File: src/rtl/bram_port_arbiter_pkg.sv
// Shared types, constants and the round-robin pick function for bram_port_arbiter.
// The optional grant-counter feature is enabled with BRAM_ARB_STATS_EN.
package bram_arb_pkg;

  localparam int unsigned CNT_W   = 16;
  localparam int unsigned MAX_REQ = 8;

  function automatic int unsigned id_width(input int unsigned n);
    return (n > 2) ? $clog2(n) : 1;
  endfunction

  // One-hot grant: first asserted request found scanning from ptr upward, wrapping at n.
  function automatic logic [MAX_REQ-1:0] rr_pick(input logic [MAX_REQ-1:0] req,
                                                 input int unsigned        ptr,
                                                 input int unsigned        n);
    logic [MAX_REQ-1:0] gnt;
    int unsigned        k;
    gnt = '0;
    for (int unsigned i = 0; i < MAX_REQ; i++) begin
      k = (ptr + i) % n;
      if ((i < n) && (gnt == '0) && req[k]) begin
        gnt[k] = 1'b1;
      end
    end
    return gnt;
  endfunction

endpackage

File: src/rtl/bram_port_arbiter_if.sv
// Requester + BRAM bus bundle for bram_port_arbiter; slave modport faces the arbiter.
// Stats ports exist only when BRAM_ARB_STATS_EN is defined.
interface bram_port_arbiter_if
  import bram_arb_pkg::*;
#(
  parameter int unsigned NUM_REQ    = 2,
  parameter int unsigned ADDR_WIDTH = 8,
  parameter int unsigned DATA_WIDTH = 8
);
  localparam int unsigned ID_W = id_width(NUM_REQ);

  logic [NUM_REQ-1:0]            i_wr_req;
  logic [NUM_REQ*ADDR_WIDTH-1:0] i_wr_addr;
  logic [NUM_REQ*DATA_WIDTH-1:0] i_wr_data;
  logic [NUM_REQ-1:0]            o_wr_gnt;
  logic [NUM_REQ-1:0]            i_rd_req;
  logic [NUM_REQ*ADDR_WIDTH-1:0] i_rd_addr;
  logic [NUM_REQ-1:0]            o_rd_gnt;
  logic                          o_rd_rsp_valid;
  logic [ID_W-1:0]               o_rd_rsp_id;
  logic [DATA_WIDTH-1:0]         o_rd_data;
  logic                          o_bram_wr_en;
  logic [ADDR_WIDTH-1:0]         o_bram_wr_addr;
  logic [DATA_WIDTH-1:0]         o_bram_wr_data;
  logic [ADDR_WIDTH-1:0]         o_bram_rd_addr;
  logic [DATA_WIDTH-1:0]         i_bram_rd_data;
`ifdef BRAM_ARB_STATS_EN
  logic                          i_stat_clr;
  logic [NUM_REQ*CNT_W-1:0]      o_wr_cnt;
  logic [NUM_REQ*CNT_W-1:0]      o_rd_cnt;
`endif

  modport slave (
    input  i_wr_req, i_wr_addr, i_wr_data, i_rd_req, i_rd_addr, i_bram_rd_data,
    output o_wr_gnt, o_rd_gnt, o_rd_rsp_valid, o_rd_rsp_id, o_rd_data,
    output o_bram_wr_en, o_bram_wr_addr, o_bram_wr_data, o_bram_rd_addr
`ifdef BRAM_ARB_STATS_EN
    , input i_stat_clr
    , output o_wr_cnt, o_rd_cnt
`endif
  );

  modport master (
    output i_wr_req, i_wr_addr, i_wr_data, i_rd_req, i_rd_addr, i_bram_rd_data,
    input  o_wr_gnt, o_rd_gnt, o_rd_rsp_valid, o_rd_rsp_id, o_rd_data,
    input  o_bram_wr_en, o_bram_wr_addr, o_bram_wr_data, o_bram_rd_addr
`ifdef BRAM_ARB_STATS_EN
    , output i_stat_clr
    , input o_wr_cnt, o_rd_cnt
`endif
  );

endinterface

File: src/rtl/bram_port_arbiter_rr_arbiter.sv
// Round-robin arbiter: combinational one-hot grant from a registered search pointer.
module rr_arbiter
  import bram_arb_pkg::*;
#(
  parameter int unsigned NUM_REQ = 2,
  parameter int unsigned ID_W    = 1
) (
  input  logic               i_clk,
  input  logic               i_rst_n,
  input  logic [NUM_REQ-1:0] i_req,
  output logic [NUM_REQ-1:0] o_gnt,
  output logic [ID_W-1:0]    o_idx,
  output logic               o_any
);

  logic [ID_W-1:0]    ptr_q;
  logic [MAX_REQ-1:0] req_ext;
  logic [MAX_REQ-1:0] gnt_ext;

  always_comb begin
    req_ext              = '0;
    req_ext[NUM_REQ-1:0] = i_req;
    gnt_ext              = rr_pick(req_ext, 32'(ptr_q), NUM_REQ);
    o_gnt                = gnt_ext[NUM_REQ-1:0];
    o_any                = |gnt_ext;
  end

  always_comb begin
    o_idx = '0;
    for (int unsigned r = 0; r < NUM_REQ; r++) begin
      if (o_gnt[r]) begin
        o_idx = ID_W'(r);
      end
    end
  end

  // Pointer moves just past the winner so the winner becomes lowest priority next.
  always_ff @(posedge i_clk or negedge i_rst_n) begin
    if (!i_rst_n) begin
      ptr_q <= '0;
    end else if (o_any) begin
      ptr_q <= (o_idx == ID_W'(NUM_REQ - 1)) ? '0 : o_idx + 1'b1;
    end
  end

endmodule

File: src/rtl/bram_port_arbiter.sv
// Shares one dual-port BRAM between NUM_REQ requesters with independent write/read
// round-robin arbiters. Optional per-requester grant counters under BRAM_ARB_STATS_EN.
module bram_port_arbiter
  import bram_arb_pkg::*;
#(
  parameter int unsigned NUM_REQ    = 2,
  parameter int unsigned ADDR_WIDTH = 8,
  parameter int unsigned DATA_WIDTH = 8
) (
  input  logic                 i_clk_wr,
  input  logic                 i_rst_n,
  bram_port_arbiter_if.slave   bus
);

  localparam int unsigned ID_W = id_width(NUM_REQ);

  logic [NUM_REQ-1:0]    wr_gnt;
  logic [NUM_REQ-1:0]    rd_gnt;
  logic [ID_W-1:0]       wr_idx;
  logic [ID_W-1:0]       rd_idx;
  logic                  wr_any;
  logic                  rd_any;
  logic [ADDR_WIDTH-1:0] rd_addr_q;
  logic [ADDR_WIDTH-1:0] rd_addr_nxt;
  logic                  rsp_valid_q;
  logic [ID_W-1:0]       rsp_id_q;

  rr_arbiter #(.NUM_REQ(NUM_REQ), .ID_W(ID_W)) u_wr_arb (
    .i_clk   (i_clk_wr),
    .i_rst_n (i_rst_n),
    .i_req   (bus.i_wr_req),
    .o_gnt   (wr_gnt),
    .o_idx   (wr_idx),
    .o_any   (wr_any)
  );

  rr_arbiter #(.NUM_REQ(NUM_REQ), .ID_W(ID_W)) u_rd_arb (
    .i_clk   (i_clk_wr),
    .i_rst_n (i_rst_n),
    .i_req   (bus.i_rd_req),
    .o_gnt   (rd_gnt),
    .o_idx   (rd_idx),
    .o_any   (rd_any)
  );

  assign bus.o_wr_gnt = wr_gnt;
  assign bus.o_rd_gnt = rd_gnt;

  always_comb begin
    bus.o_bram_wr_en   = wr_any;
    bus.o_bram_wr_addr = '0;
    bus.o_bram_wr_data = '0;
    if (wr_any) begin
      bus.o_bram_wr_addr = bus.i_wr_addr[wr_idx*ADDR_WIDTH +: ADDR_WIDTH];
      bus.o_bram_wr_data = bus.i_wr_data[wr_idx*DATA_WIDTH +: DATA_WIDTH];
    end
  end

  // Read address holds its last value when idle so the BRAM output stays stable.
  always_comb begin
    rd_addr_nxt = rd_addr_q;
    if (rd_any) begin
      rd_addr_nxt = bus.i_rd_addr[rd_idx*ADDR_WIDTH +: ADDR_WIDTH];
    end
  end

  always_ff @(posedge i_clk_wr or negedge i_rst_n) begin
    if (!i_rst_n) begin
      rd_addr_q   <= '0;
      rsp_valid_q <= 1'b0;
      rsp_id_q    <= '0;
    end else begin
      rd_addr_q   <= rd_addr_nxt;
      rsp_valid_q <= rd_any;
      rsp_id_q    <= rd_idx;
    end
  end

  assign bus.o_bram_rd_addr = rd_addr_nxt;
  assign bus.o_rd_rsp_valid = rsp_valid_q;
  assign bus.o_rd_rsp_id    = rsp_id_q;
  assign bus.o_rd_data      = bus.i_bram_rd_data;

`ifdef BRAM_ARB_STATS_EN
  for (genvar r = 0; r < NUM_REQ; r++) begin : g_stats
    logic [CNT_W-1:0] wr_cnt_q;
    logic [CNT_W-1:0] rd_cnt_q;

    // Clear has priority over a grant in the same cycle; counts saturate.
    always_ff @(posedge i_clk_wr or negedge i_rst_n) begin
      if (!i_rst_n) begin
        wr_cnt_q <= '0;
        rd_cnt_q <= '0;
      end else if (bus.i_stat_clr) begin
        wr_cnt_q <= '0;
        rd_cnt_q <= '0;
      end else begin
        if (wr_gnt[r] && (wr_cnt_q != '1)) wr_cnt_q <= wr_cnt_q + 1'b1;
        if (rd_gnt[r] && (rd_cnt_q != '1)) rd_cnt_q <= rd_cnt_q + 1'b1;
      end
    end

    assign bus.o_wr_cnt[r*CNT_W +: CNT_W] = wr_cnt_q;
    assign bus.o_rd_cnt[r*CNT_W +: CNT_W] = rd_cnt_q;
  end
`endif

endmodule

File: src/flat_wrapper.sv
// flat-port wrapper written by rule: the top's interface ports become plain ports
module bram_port_arbiter_flat import bram_arb_pkg::*;
#(
  parameter int unsigned NUM_REQ    = 2,
  parameter int unsigned ADDR_WIDTH = 8,
  parameter int unsigned DATA_WIDTH = 8
)
  (i_clk_wr, i_rst_n, bus_i_wr_req, bus_i_wr_addr, bus_i_wr_data, bus_i_rd_req, bus_i_rd_addr, bus_i_bram_rd_data, bus_o_wr_gnt, bus_o_rd_gnt, bus_o_rd_rsp_valid, bus_o_rd_rsp_id, bus_o_rd_data, bus_o_bram_wr_en, bus_o_bram_wr_addr, bus_o_bram_wr_data, bus_o_bram_rd_addr);
  bram_port_arbiter_if #(.NUM_REQ(NUM_REQ), .ADDR_WIDTH(ADDR_WIDTH), .DATA_WIDTH(DATA_WIDTH)) bus_i ();
  input  logic i_clk_wr;
  input  logic i_rst_n;
  input wire logic [$bits(bus_i.i_wr_req)-1:0] bus_i_wr_req;
  input wire logic [$bits(bus_i.i_wr_addr)-1:0] bus_i_wr_addr;
  input wire logic [$bits(bus_i.i_wr_data)-1:0] bus_i_wr_data;
  input wire logic [$bits(bus_i.i_rd_req)-1:0] bus_i_rd_req;
  input wire logic [$bits(bus_i.i_rd_addr)-1:0] bus_i_rd_addr;
  input wire logic [$bits(bus_i.i_bram_rd_data)-1:0] bus_i_bram_rd_data;
  output wire logic [$bits(bus_i.o_wr_gnt)-1:0] bus_o_wr_gnt;
  output wire logic [$bits(bus_i.o_rd_gnt)-1:0] bus_o_rd_gnt;
  output wire logic [$bits(bus_i.o_rd_rsp_valid)-1:0] bus_o_rd_rsp_valid;
  output wire logic [$bits(bus_i.o_rd_rsp_id)-1:0] bus_o_rd_rsp_id;
  output wire logic [$bits(bus_i.o_rd_data)-1:0] bus_o_rd_data;
  output wire logic [$bits(bus_i.o_bram_wr_en)-1:0] bus_o_bram_wr_en;
  output wire logic [$bits(bus_i.o_bram_wr_addr)-1:0] bus_o_bram_wr_addr;
  output wire logic [$bits(bus_i.o_bram_wr_data)-1:0] bus_o_bram_wr_data;
  output wire logic [$bits(bus_i.o_bram_rd_addr)-1:0] bus_o_bram_rd_addr;
  assign bus_i.i_wr_req = bus_i_wr_req;
  assign bus_i.i_wr_addr = bus_i_wr_addr;
  assign bus_i.i_wr_data = bus_i_wr_data;
  assign bus_i.i_rd_req = bus_i_rd_req;
  assign bus_i.i_rd_addr = bus_i_rd_addr;
  assign bus_i.i_bram_rd_data = bus_i_bram_rd_data;
  assign bus_o_wr_gnt = bus_i.o_wr_gnt;
  assign bus_o_rd_gnt = bus_i.o_rd_gnt;
  assign bus_o_rd_rsp_valid = bus_i.o_rd_rsp_valid;
  assign bus_o_rd_rsp_id = bus_i.o_rd_rsp_id;
  assign bus_o_rd_data = bus_i.o_rd_data;
  assign bus_o_bram_wr_en = bus_i.o_bram_wr_en;
  assign bus_o_bram_wr_addr = bus_i.o_bram_wr_addr;
  assign bus_o_bram_wr_data = bus_i.o_bram_wr_data;
  assign bus_o_bram_rd_addr = bus_i.o_bram_rd_addr;
  bram_port_arbiter #(.NUM_REQ(NUM_REQ), .ADDR_WIDTH(ADDR_WIDTH), .DATA_WIDTH(DATA_WIDTH)) u_core (.i_clk_wr(i_clk_wr), .i_rst_n(i_rst_n), .bus(bus_i));
endmodule
File: config.mk
export PLATFORM = sky130hd
export DESIGN_NAME = bram_port_arbiter_flat
export DESIGN_NICKNAME = d
export VERILOG_FILES = /design/src/rtl/bram_port_arbiter_pkg.sv /design/src/rtl/bram_port_arbiter_if.sv /design/src/rtl/bram_port_arbiter_rr_arbiter.sv /design/src/rtl/bram_port_arbiter.sv /design/src/flat_wrapper.sv
export SDC_FILE = /design/constraint.sdc
export NUM_CORES = 1
export LEC_CHECK = 0
export CORE_AREA = 2 2 60 62
export CTS_CLUSTER_SIZE = 8
export DETAILED_ROUTE_END_ITERATION = 8
export DIE_AREA = 0 0 62 64
export MAX_ROUTING_LAYER = met4
export PLACE_DENSITY = 0.8
export SLEW_MARGIN = 20
export SYNTH_ARGS = -nofsm -noshare
export SYNTH_HDL_FRONTEND = slang
export SYNTH_HIERARCHICAL = 1
export SYNTH_SLANG_ARGS = --single-unit
File: constraint.sdc
create_clock -name i_clk_wr -period 1.43 [get_ports i_clk_wr]
set_input_delay 0.143 -clock i_clk_wr [delete_from_list [all_inputs] [get_ports i_clk_wr]]
set_output_delay 0.143 -clock i_clk_wr [all_outputs]
set_load 0.01 [all_outputs]
==> impl_metrics.json <==
{
  "worstReg2RegStart": "u_core/u_rd_arb/ptr_q",
  "overflow": 0,
  "yosys_warnings": 6,
  "comb_power_share": 0.476,
  "violations": "setup timing",
  "finalPower_w": 0.001267,
  "synthToLayoutAreaGrowth_pct": 101.2,
  "drive_gt1_frac": 0.3459,
  "rows": 21,
  "critPathLaunch": "u_core/u_rd_arb/ptr_q",
  "fin_crit_sh": 1.153,
  "yosysMostFrequentCell": "mux2i_1",
  "ant_nets": 0,
  "intPower_w": 0.0008920,
  "period_minus_slack_ps": 1649,
  "dp_slack_ps": -688.0,
  "arrival_ps": 1510,
  "clk_pin_slew_ps": 80,
  "cts_sinks": 12,
  "placed_cells": 218,
  "synth_simple_gate_area_frac": 0.1653,
  "layout.nets": 248,
  "powerDensity_nw_per_um2": 693.1,
  "path_max_fanout": 6,
  "synth_common_cells": "mux2i_1 (24), nor2b_1 (16), buf_4 (12), dfrtp_1 (12)",
  "fp.dieArea_um2": 3968,
  "drt-pass1-iter-count": 4,
  "synth_compound_area_frac": 0.08815,
  "finalNonFillerCells": 231,
  "hold_viol_final": 0,
  "cts_tree": "built",
  "clock_power_share": 0.213,
  "port_buffers": 84,
  "synthAdderAreaFrac": 0,
  "post-route-util": 0.5566,
  "power.share.switching": 0.2960,
  "antenna_cells": 0,
  "h-tree-depth": 1,
  "setup_viol": 24,
  "async_flop_share": 1.000,
  "die_h_um": 64,
  "slew_viol_final": 0,
  "worstMarginPinSlew_ps": 520.2,
  "pin_count": 101,
  "root_buffer": "clkbuf_4",
  "synth-main-ff-cell": "dfrtp_1",
  "synth_top_area_frac": 0.3306,
  "grtUsageTotal": 0.1647,
  "p_leak_nw": 0.8190,
  "status": "complete, but fails checks",
  "antenna_found_initial": 0,
  "synth_area_leaders": "dfrtp_1 (33%), mux2i_1 (26%), nor2b_1 (11%)",
  "place_hpwl_um": 2343,
  "relSlewSlack": 0.6521,
  "critPathKind": "reg2out",
  "setup_ws_ps": -219.2,
  "place_area_um2": 1765,
  "clock_tree.buffer_depth": 2,
  "viasPerCell": 4.455,
  "postLayoutCellArea_um2": 1828,
  "die_w_um": 62,
  "drc": 0,
  "ys_ff_latch": 12,
  "hold_class": "in2async",
  "num_vias": 1029,
  "synth-xor-area-share": 0,
  "drt_iter0_markers": 18,
  "synth_top_family_by_area": "multiplexers",
  "synth_top_cell_by_area": "dfrtp_1",
  "max_freq_ghz": 0.6063,
  "grt_pass1_vias": 1085,
  "skew_ps": 1.889,
  "drt_wl_total_um": 3145,
  "yosysUniqueCellTypes": 14,
  "p_switching_w": 0.0003751,
  "ir_drop_uv": 678.3,
  "critPathLaunchType": "flop",
  "synth_mux_area_frac": 0.2645,
  "maxCapViolations": 0,
  "synth_edf_count": 0,
  "routedWlPerCell_um": 13.61,
  "hold_buffers": 0,
  "yosysSeqAreaShare": 0.3306,
  "grt_pass1_wl_um": 4802,
  "syn_area_per_cell_um2": 9.462,
  "insertion_delay_ps": 270,
  "syn_inst": 96,
  "p_seq_frac": 0.311,
  "start_util": 0.2766,
  "synthesis.area_um2": 908.4,
  "core_um2": 3284,
  "cp.required_ps": 1290,
  "endpoint_kind": "primary output",
  "grt_max_degree": 18,
  "synth_nets": 158,
  "grt_setup_unrepaired": "true",
  "gp_congestion": 0.6695,
  "numCtsBuffers": 3
}
==> worst paths after layout <==
path                                               to  slack, ps  depth (start not counted)
worst max-delay path            bus_o_bram_rd_addr[1]       -220                          7
worst min-delay path            u_core/u_rd_arb/ptr_q        210                          1
worst min register to register    u_core/rd_addr_q[7]        540                          2
worst max register to register    u_core/rd_addr_q[5]        110                          7
min in group i_clk_wr           u_core/u_wr_arb/ptr_q        230                          2
max in group asynchronous         u_core/rd_addr_q[7]        870                          1
==> layout by cell type, fill, tap and decap left out <==
cell | Yosys | routed
a21oi_2 | 0 | 5
clkdlybuf4s50_1 | 0 | 51
buf_12 | 1 | 2
dfrtp_1 | 12 | 12
buf_2 | 0 | 23
nor2b_1 | 16 | 16
or2_1 | 2 | 1
a21boi_0 | 2 | 2
a21boi_2 | 0 | 1
buf_8 | 0 | 1
a21oi_1 | 10 | 5
or2_4 | 0 | 1
inv_2 | 0 | 2
nor2_1 | 10 | 10
mux2i_4 | 0 | 2
clkbuf_2 | 1 | 4
clkbuf_4 | 0 | 3
a21boi_4 | 0 | 1
mux2i_1 | 24 | 19
buf_4 | 12 | 8
buf_6 | 1 | 7
mux2i_2 | 0 | 3
clkbuf_8 | 0 | 1
dlygate4sd2_1 | 0 | 5
==> per-layer routing <==
layer / track usage / share of wire
met4: 0.04521 / 0.0079
met5: - / 0
met1: 0.1847 / 0.35
met3: 0.02834 / 0.14
met2: 0.2904 / 0.50
==> power groups by stage <==
stage          sequential (W)  combinational, W  clock [W]
3_5_place_dp         0.000399          0.000591          0
2_1_floorplan        0.000398          0.000252          0
4_1_cts              0.000393          0.000631   0.000270
3_3_place_gp         0.000396          0.000579          0
5_1_grt              0.000399          0.000648   0.000290
6_report             0.000394          0.000603   0.000270
==> repair_timing <==
| action | CTS | global route |
|---|---|---|
| resized for setup | 123 | 20 |
| buffers inserted | 12 | 1 |
| pin swaps | 10 | 0 |
| setup endpoints to repair | 29 | 30 |
| cloned | 2 | 0 |
==> layout make-up <==
type / instances / area (um2)
fill: 292 / 1456
sequential: 12 / 300.3
inverter: 2 / 7.507
multi-input combinational: 66 / 543.0
clock buffer: 4 / 36.28
tap: 46 / 57.56
timing repair buffer: 101 / 883.3
==> registers in the layout, indices dropped and copies added (netlist names) <==
register / cells
u_core/bus.o_rd_rsp_id: 1
u_core/bus.o_rd_rsp_valid: 1
u_core/u_rd_arb/ptr_q: 1
u_core/rd_addr_q: 8
u_core/u_wr_arb/ptr_q: 1
==> through the flow <==
stage | hold WS, ps | TNS (ps)
2_1_floorplan | -152.6 | 0
3_3_place_gp | 286.1 | -14130
3_5_place_dp | 286.1 | -15290
4_1_cts | 226.4 | -5070
5_1_grt | 251.9 | -6420
6_report | 211.7 | -4092
==> worst max-delay path, stage by stage, from the launching register on <==
cell and delay [ps]:
dfrtp_1 370, inv_2 40, a21boi_2 120, buf_6 160, buf_6 100, mux2i_1 220
a21oi_2 90, buf_2 140
==> cell families (layout without fill, tap and decap cells) <==
group	Yosys count	count (layout)
AND/OR/NAND/NOR	28	28
flip-flops	12	12
multiplexers	24	24
buffers and inverters	18	107
AO/OA/AOI/OAI	14	14
Note: power is estimated with default switching activity, not from simulation.
